`src/rtl/alu_seq.sv`:
```
// Pipelined, handshaked ALU with status flags and an optional shift-add multiplier.
// Define ALU_MUL_EN to build the multiplier (sel=111); otherwise sel=111 flags err.
module alu_seq #(
  parameter int WIDTH = 4
) (
  input  logic             clk,
  input  logic             rst,
  input  logic             in_valid,
  output logic             in_ready,
  input  logic [WIDTH-1:0] a,
  input  logic [WIDTH-1:0] b,
  input  logic [2:0]       sel,
  output logic             out_valid,
  input  logic             out_ready,
  output logic [WIDTH-1:0] y,
  output logic [WIDTH-1:0] y_hi,
  output logic             carry,
  output logic             ovf,
  output logic             zero,
  output logic             neg,
  output logic             err
);

  // state | meaning
  // IDLE  | accept requests; single-cycle ops load results directly
  // MUL   | one shift-add step per cycle until the counter reaches zero
  // DONE  | load the finished product into the result registers
  typedef enum logic [1:0] {IDLE, MUL, DONE} state_t;

  localparam logic [WIDTH-1:0] SH_LIM = WIDTH'(WIDTH);

  state_t state;

  logic [WIDTH:0]   sum;
  logic [WIDTH:0]   diff;
  logic [WIDTH-1:0] res_y;
  logic             res_carry;
  logic             res_ovf;
  logic             res_err;
  logic             accept;

  assign in_ready = (state == IDLE) && (!out_valid || out_ready);
  assign accept   = in_valid && in_ready;

  always_comb begin
    sum       = {1'b0, a} + {1'b0, b};
    diff      = {1'b0, a} - {1'b0, b};
    res_y     = '0;
    res_carry = 1'b0;
    res_ovf   = 1'b0;
    res_err   = 1'b0;
    case (sel)
      3'b000: begin
        res_y     = sum[WIDTH-1:0];
        res_carry = sum[WIDTH];
        res_ovf   = (a[WIDTH-1] == b[WIDTH-1]) && (sum[WIDTH-1] != a[WIDTH-1]);
      end
      3'b001: begin
        res_y     = diff[WIDTH-1:0];
        res_carry = diff[WIDTH];
        res_ovf   = (a[WIDTH-1] != b[WIDTH-1]) && (diff[WIDTH-1] != a[WIDTH-1]);
      end
      3'b010: res_y = a & b;
      3'b011: res_y = a | b;
      3'b100: res_y = a ^ b;
      3'b101: res_y = (b >= SH_LIM) ? '0 : (a << b);
      3'b110: res_y = (b >= SH_LIM) ? '0 : (a >> b);
      default: begin
`ifndef ALU_MUL_EN
        res_err = 1'b1;
`endif
      end
    endcase
  end

`ifdef ALU_MUL_EN
  localparam int CW = $clog2(WIDTH + 1);

  logic [2*WIDTH-1:0] prod;
  logic [WIDTH-1:0]   mcand;
  logic [CW-1:0]      cnt;
  logic [WIDTH:0]     add_hi;

  // Multiplier sits in the low half of prod and is consumed LSB-first.
  assign add_hi = {1'b0, prod[2*WIDTH-1:WIDTH]} + (prod[0] ? {1'b0, mcand} : '0);
`endif

  always_ff @(posedge clk) begin
    if (rst) begin
      state     <= IDLE;
      out_valid <= 1'b0;
      y         <= '0;
      y_hi      <= '0;
      carry     <= 1'b0;
      ovf       <= 1'b0;
      zero      <= 1'b0;
      neg       <= 1'b0;
      err       <= 1'b0;
`ifdef ALU_MUL_EN
      prod      <= '0;
      mcand     <= '0;
      cnt       <= '0;
`endif
    end else begin
      if (out_valid && out_ready) out_valid <= 1'b0;
      case (state)
        IDLE: begin
          if (accept) begin
`ifdef ALU_MUL_EN
            if (sel == 3'b111) begin
              state <= MUL;
              prod  <= {{WIDTH{1'b0}}, b};
              mcand <= a;
              cnt   <= CW'(WIDTH);
            end else begin
`else
            begin
`endif
              out_valid <= 1'b1;
              y         <= res_y;
              y_hi      <= '0;
              carry     <= res_carry;
              ovf       <= res_ovf;
              zero      <= (res_y == '0);
              neg       <= res_y[WIDTH-1];
              err       <= res_err;
            end
          end
        end
`ifdef ALU_MUL_EN
        MUL: begin
          if (cnt != '0) begin
            prod <= {add_hi, prod[WIDTH-1:1]};
            cnt  <= cnt - 1'b1;
          end else begin
            state <= DONE;
          end
        end
        DONE: begin
          // Acceptance guaranteed a free or draining output, so no stall here.
          out_valid <= 1'b1;
          y         <= prod[WIDTH-1:0];
          y_hi      <= prod[2*WIDTH-1:WIDTH];
          carry     <= |prod[2*WIDTH-1:WIDTH];
          ovf       <= 1'b0;
          zero      <= (prod[WIDTH-1:0] == '0);
          neg       <= prod[WIDTH-1];
          err       <= 1'b0;
          state     <= IDLE;
        end
`endif
        default: state <= IDLE;
      endcase
    end
  end

endmodule

```
`config.mk`:
```
export PLATFORM = sky130hd
export DESIGN_NAME = alu_seq
export DESIGN_NICKNAME = d
export VERILOG_FILES = /design/src/rtl/alu_seq.sv
export SDC_FILE = /design/constraint.sdc
export NUM_CORES = 1
export LEC_CHECK = 0
export BUFFER_PORTS_ARGS = -buffer_cell sky130_fd_sc_hd__buf_4
export CAP_MARGIN = 20
export CORE_UTILIZATION = 53
export DETAILED_ROUTE_END_ITERATION = 16
export GPL_TIMING_DRIVEN = 0
export PLACE_DENSITY = 0.8
export SYNTH_ARGS = -nofsm -noshare
export SYNTH_HDL_FRONTEND = slang
export SYNTH_SLANG_ARGS = --single-unit
```
`constraint.sdc`:
```
create_clock -name clk -period 2.8 [get_ports clk]
set_clock_uncertainty 0.2 [all_clocks]
set_input_delay 0.14 -clock clk [delete_from_list [all_inputs] [get_ports clk]]
set_output_delay 0.14 -clock clk [all_outputs]
set_load 0.01 [all_outputs]
```
======== Word level (Yosys, flattened, before mapping) ========
Cells that the tools add are included.
word-level totals
  logic and storage cells ................. 43
  register bits after elaboration ......... 10
  output and inout port bits .............. 15
  bits of input ports ..................... 15
operators by class
  shift-type cells ........................ 2
  order comparisons ....................... 1
  equal/unequal tests ..................... 10
  bitwise logic cells ..................... 3
  multiplexer cells ....................... 8
  $add $sub $neg .......................... 2
  reductions and logical operators ........ 10
operators with widths
  operator              number
  $pmux W4 S7           1
  $eq A3 B3 Y1 const B  3
  $mux W4               2
  $reduce_or A7 Y1      1
  $eq A3 B2 Y1 const B  2
  $add A4 B4 Y5         1
  $sub A4 B4 Y5         1
  $and A4 B4 Y4         1
  $ge A4 B3 Y1 const B  1
  $logic_and A1 B1 Y1   4
  $logic_not A4 Y1      1
  $or A4 B4 Y4          1
  $pmux W1 S2           2
  $shl A4 B4 Y4         1
  $shr A4 B4 Y4         1
  $xor A4 B4 Y4         1
  $eq A3 B1 Y1 const B  1
  $logic_not A3 Y1      1
  $mux W1               3
  $ne A1 B1 Y1          3
  $reduce_bool A2 Y1    1
  $eq A1 B1 Y1          1
  $logic_not A1 Y1      1
  $logic_or A1 B1 Y1    1

======== Depth between registers and ports, before layout ========
  depth in word-level cells ............... 4
  depth in mapped cells ................... 10
  depth with buffers taken out ............ 10

======== Worst setup path after synthesis ========
OpenSTA, ideal clock, no wires.
  kind .................................... input to register
  start ................................... in b[1]
  end ..................................... reg zero
  required time ........................... 2.483 ns
  arrival time ............................ 1.742 ns
  buffers on the path ..................... 0
  stages .................................. 8
  setup time .............................. 0.117 ns
  setup slack ............................. 0.741 ns
  cell sequence ........................... inv_1 > ha_1 > a21o_1 > a21oi_1 > xor2_1 > or4_1 > and3_2 > a32o_1
on the way
  longest elaborated chain between the ends .. 4
  elaborated cells on any way between the ends .. 12
  classes of those cells .................. 2 x add/sub; 1 x order compare; 2 x shift; 3 x mux; 3 x bitwise; 1 x reduce/logical
ends and longest elaborated chain
  what                                        RTL line  source
  from (decl)                                 11        input logic [WIDTH-1:0] b,
  $ge A4 B3 Y1, or another cell as far along  66, 67
  $mux W4, on equally long branches           67, 66
  $pmux W4 S7 (*)                             52        case (sel)
  $logic_not A4 Y1 (*)                        124       zero <= (res_y == '0);
  to (signal assigned)                        124
  to (decl)                                   19        output logic zero,
Every way passes the cells marked *; elsewhere a longest branch is shown, timed or not.
A chain may end at the register's enable or synchronous reset.

======== Final worst setup path ========
Ends and elaborated chain as after synthesis.

==> summary.txt <==
Initial DRC count: 24
Max Root-Sink Buffers: 2
Footprint of the multi-input gates: 848 um^2
Largest net degree at the start of global routing: 11
Pwr/cell area: 302 nW/um^2
Status: complete, no violations
Max Fclk: 0.471 GHz
N_diodes: 0
Leakage Power: 0.704 nW
Die height: 49.1 um
Synth top area share: 15.4%
Slowest library cell on the worst path: or4_1
Initial Util: 58.0%
EDFF count, synth: 0
First-pass DRT Iterations: 4
Startpoint types: input port
Worst path max stage delay: 0.39 ns
Wire per inst: 13.9 um
Area of the core: 2020 um^2
Fin crit share: 75.8%
Cell variety after synth: 53
CTS-repair resized insts: 0
Relative slew slack: 67.3%
Initial antenna violation count: 0
Count of final hold-check violations: 0
Max Cap Viol: 0
Nets: 211
Worst path cell trace: buf_4 > inv_1 > ha_1 > a21o_1 > a21oi_1 > xor2_1 > or4_1 > and3_2 > a32o_1
Post CTS Setup Buffer Count: 0
DR DRC count: 0
Clock sinks: 9
Syn_area_per_cell: 7.82 um^2
I/O pins: 30
First-pass GRT wire length: 5.11 mm
Global Route Usage Sum: 27.1%
Mapped Cells: 150
RSZ-0062 raised after global routing: no
R2r setup slk: 1.02 ns
Clock root cell: clkbuf_4
Clk_lat worst skew: 0.26 ns
Synth area leader: dfxtp_1
Final std cells w/o fill: 208
Vias per inst: 5.58
Power after layout: 0.000433 W
Fillers: 173
Rows: 16
Final setup violating endpoints: 0
Top_reg_cell synth: dfxtp_1
Layout cells sized above 1: 24.9%
Half-perimeter wire length after detailed placement: 2.25 mm
Port bufs: 21
Post-route ant nets: 0
Post-synthesis register bit count: 9
Grt ovf: 0
Synth warn: 0
Commonest non-fill, non-tap cell in the layout: buf_4
Synth Cell Area: 1170 um^2
Worst Setup End Kind: register
CP arrival: 2.08 ns
TNS Setup: 0 ns
Worst Hold Class: input port to register
CTS tree: yes
Die area: 2410 um^2
Area contributors post-synth: dfxtp_1 15%, ha_1 13%, buf_4 5.8%
Placed insts: 201
Critical path peak fanout: 9
H-tree levels: 1
Area grow syn2layout: 22.1%
Pins Over Slew Limit: 0
Reg area: 180 um^2
Vias: 1161
Drt total wl: 2.88 mm
Reg clk slew, reported paths: 0.06 ns
Worst-margin pin slew: 0.478 ns
CTS buffer count: 3
Number of global-route vias before repair: 1157
Register area share after synthesis: 15.4%
Chip width: 49.1 um
Most frequent cells in the layout: 30 x buf_4, 15 x inv_1, 12 x ha_1
Routability cong.: 0.925
Min Tclk post-route: 2.12 ns
Crit path kind: input port to register
Synth async-reset ratio: 0%
Peak supply drop: 0.356 mV
Worst EP required: 2.75 ns
-- metrics by stage --
stage               area (um^2)  utilization (%)  setup slack [ns]  hold slack [ns]
floorplan                  1180                -             0.741           0.0695
global placement           1380             68.1             0.414            0.201
detailed placement         1380             68.1             0.396            0.206
CTS                        1430             70.9             0.673           0.0378
global route               1430             70.9             0.555           0.0683
finish                     1430             70.9             0.677           0.0486
-- state kept, by name, indices dropped and copies added, names as in the netlist --
| signal | cells |
|---|---|
| carry | 1 |
| err | 1 |
| ovf | 1 |
| y | 4 |
| out_valid | 1 |
| zero | 1 |
-- power by group --
part	leakage, nW	internal (W)	switching [W]
clock network	0.0150	0.0000550	0.0000459
registers	0.0739	0.000136	0.00000413
logic	0.615	0.0000917	0.000100
total	0.704	0.000283	0.000150
-- critical path: cells and delay by family --
family	cells	cell delay [ns]
buffers and inverters	2	0.33
adders and majority gates	1	0.30
xor gates and xnor gates	1	0.10
and+or+nand+nor	2	0.59
AOI/OAI and AO/OA	3	0.63
-- final cells by class --
class	count	share of cell area (%)
Clock buffer	4	1.83
Inverter	15	3.93
Tap cell	27	2.36
Sequential cell	9	12.6
Multi-Input combinational cell	116	59.2
Timing Repair Buffer	24	13.1
Buffer	13	6.99
-- path summary, 6_finish.rpt --
| kind | from | to | cells after the start |
|---|---|---|---|
| max reg2reg | out_valid | zero | 6 |
| min | sel[2] | ovf | 4 |
| max | b[1] | zero | 9 |
| min reg2reg | err | err | 2 |
-- cells by family after synthesis --
kind of cell             synth area share (%)
AO/OA/AOI/OAI                            22.3
adder cells (fa/ha/maj)                  16.2
multiplexers                             2.56
AND/OR/NAND/NOR                          25.5
flip-flops                               15.4
XOR/XNOR                                 4.48
buffers and inverters                    13.3
other                                   0.320
-- timing repair --
item | in CTS | in global routing
endpoints found under the setup margin | 0 | 0
hold endpoints to repair | 6 | 0
hold buffers | 3 | 0
-- metal layers --
layer  vias up  wire (um)  global-route usage [%]
met5         -          0                       0
li1        577          -                       -
met3         8        149                    4.98
met2        38       1380                    44.2
met1       538       1290                    35.8
met4         0         60                    8.82
-- cells in the mapped netlist, types with 2 or more instances --
cell type / number
nor3b_1: 2
a21o_1: 3
xnor2_1: 2
nor2_1: 10
buf_4: 9
inv_1: 15
nor3_1: 4
fa_1: 2
and3_1: 3
nand3_1: 2
dfxtp_1: 9
o21ai_0: 7
and2b_1: 2
xor2_1: 4
a22oi_1: 4
ha_1: 12
nor2b_1: 4
nand2_1: 9
buf_6: 2
a31oi_1: 2
a21oi_1: 9
mux2i_1: 3
Power figures use the tool's default switching activity.
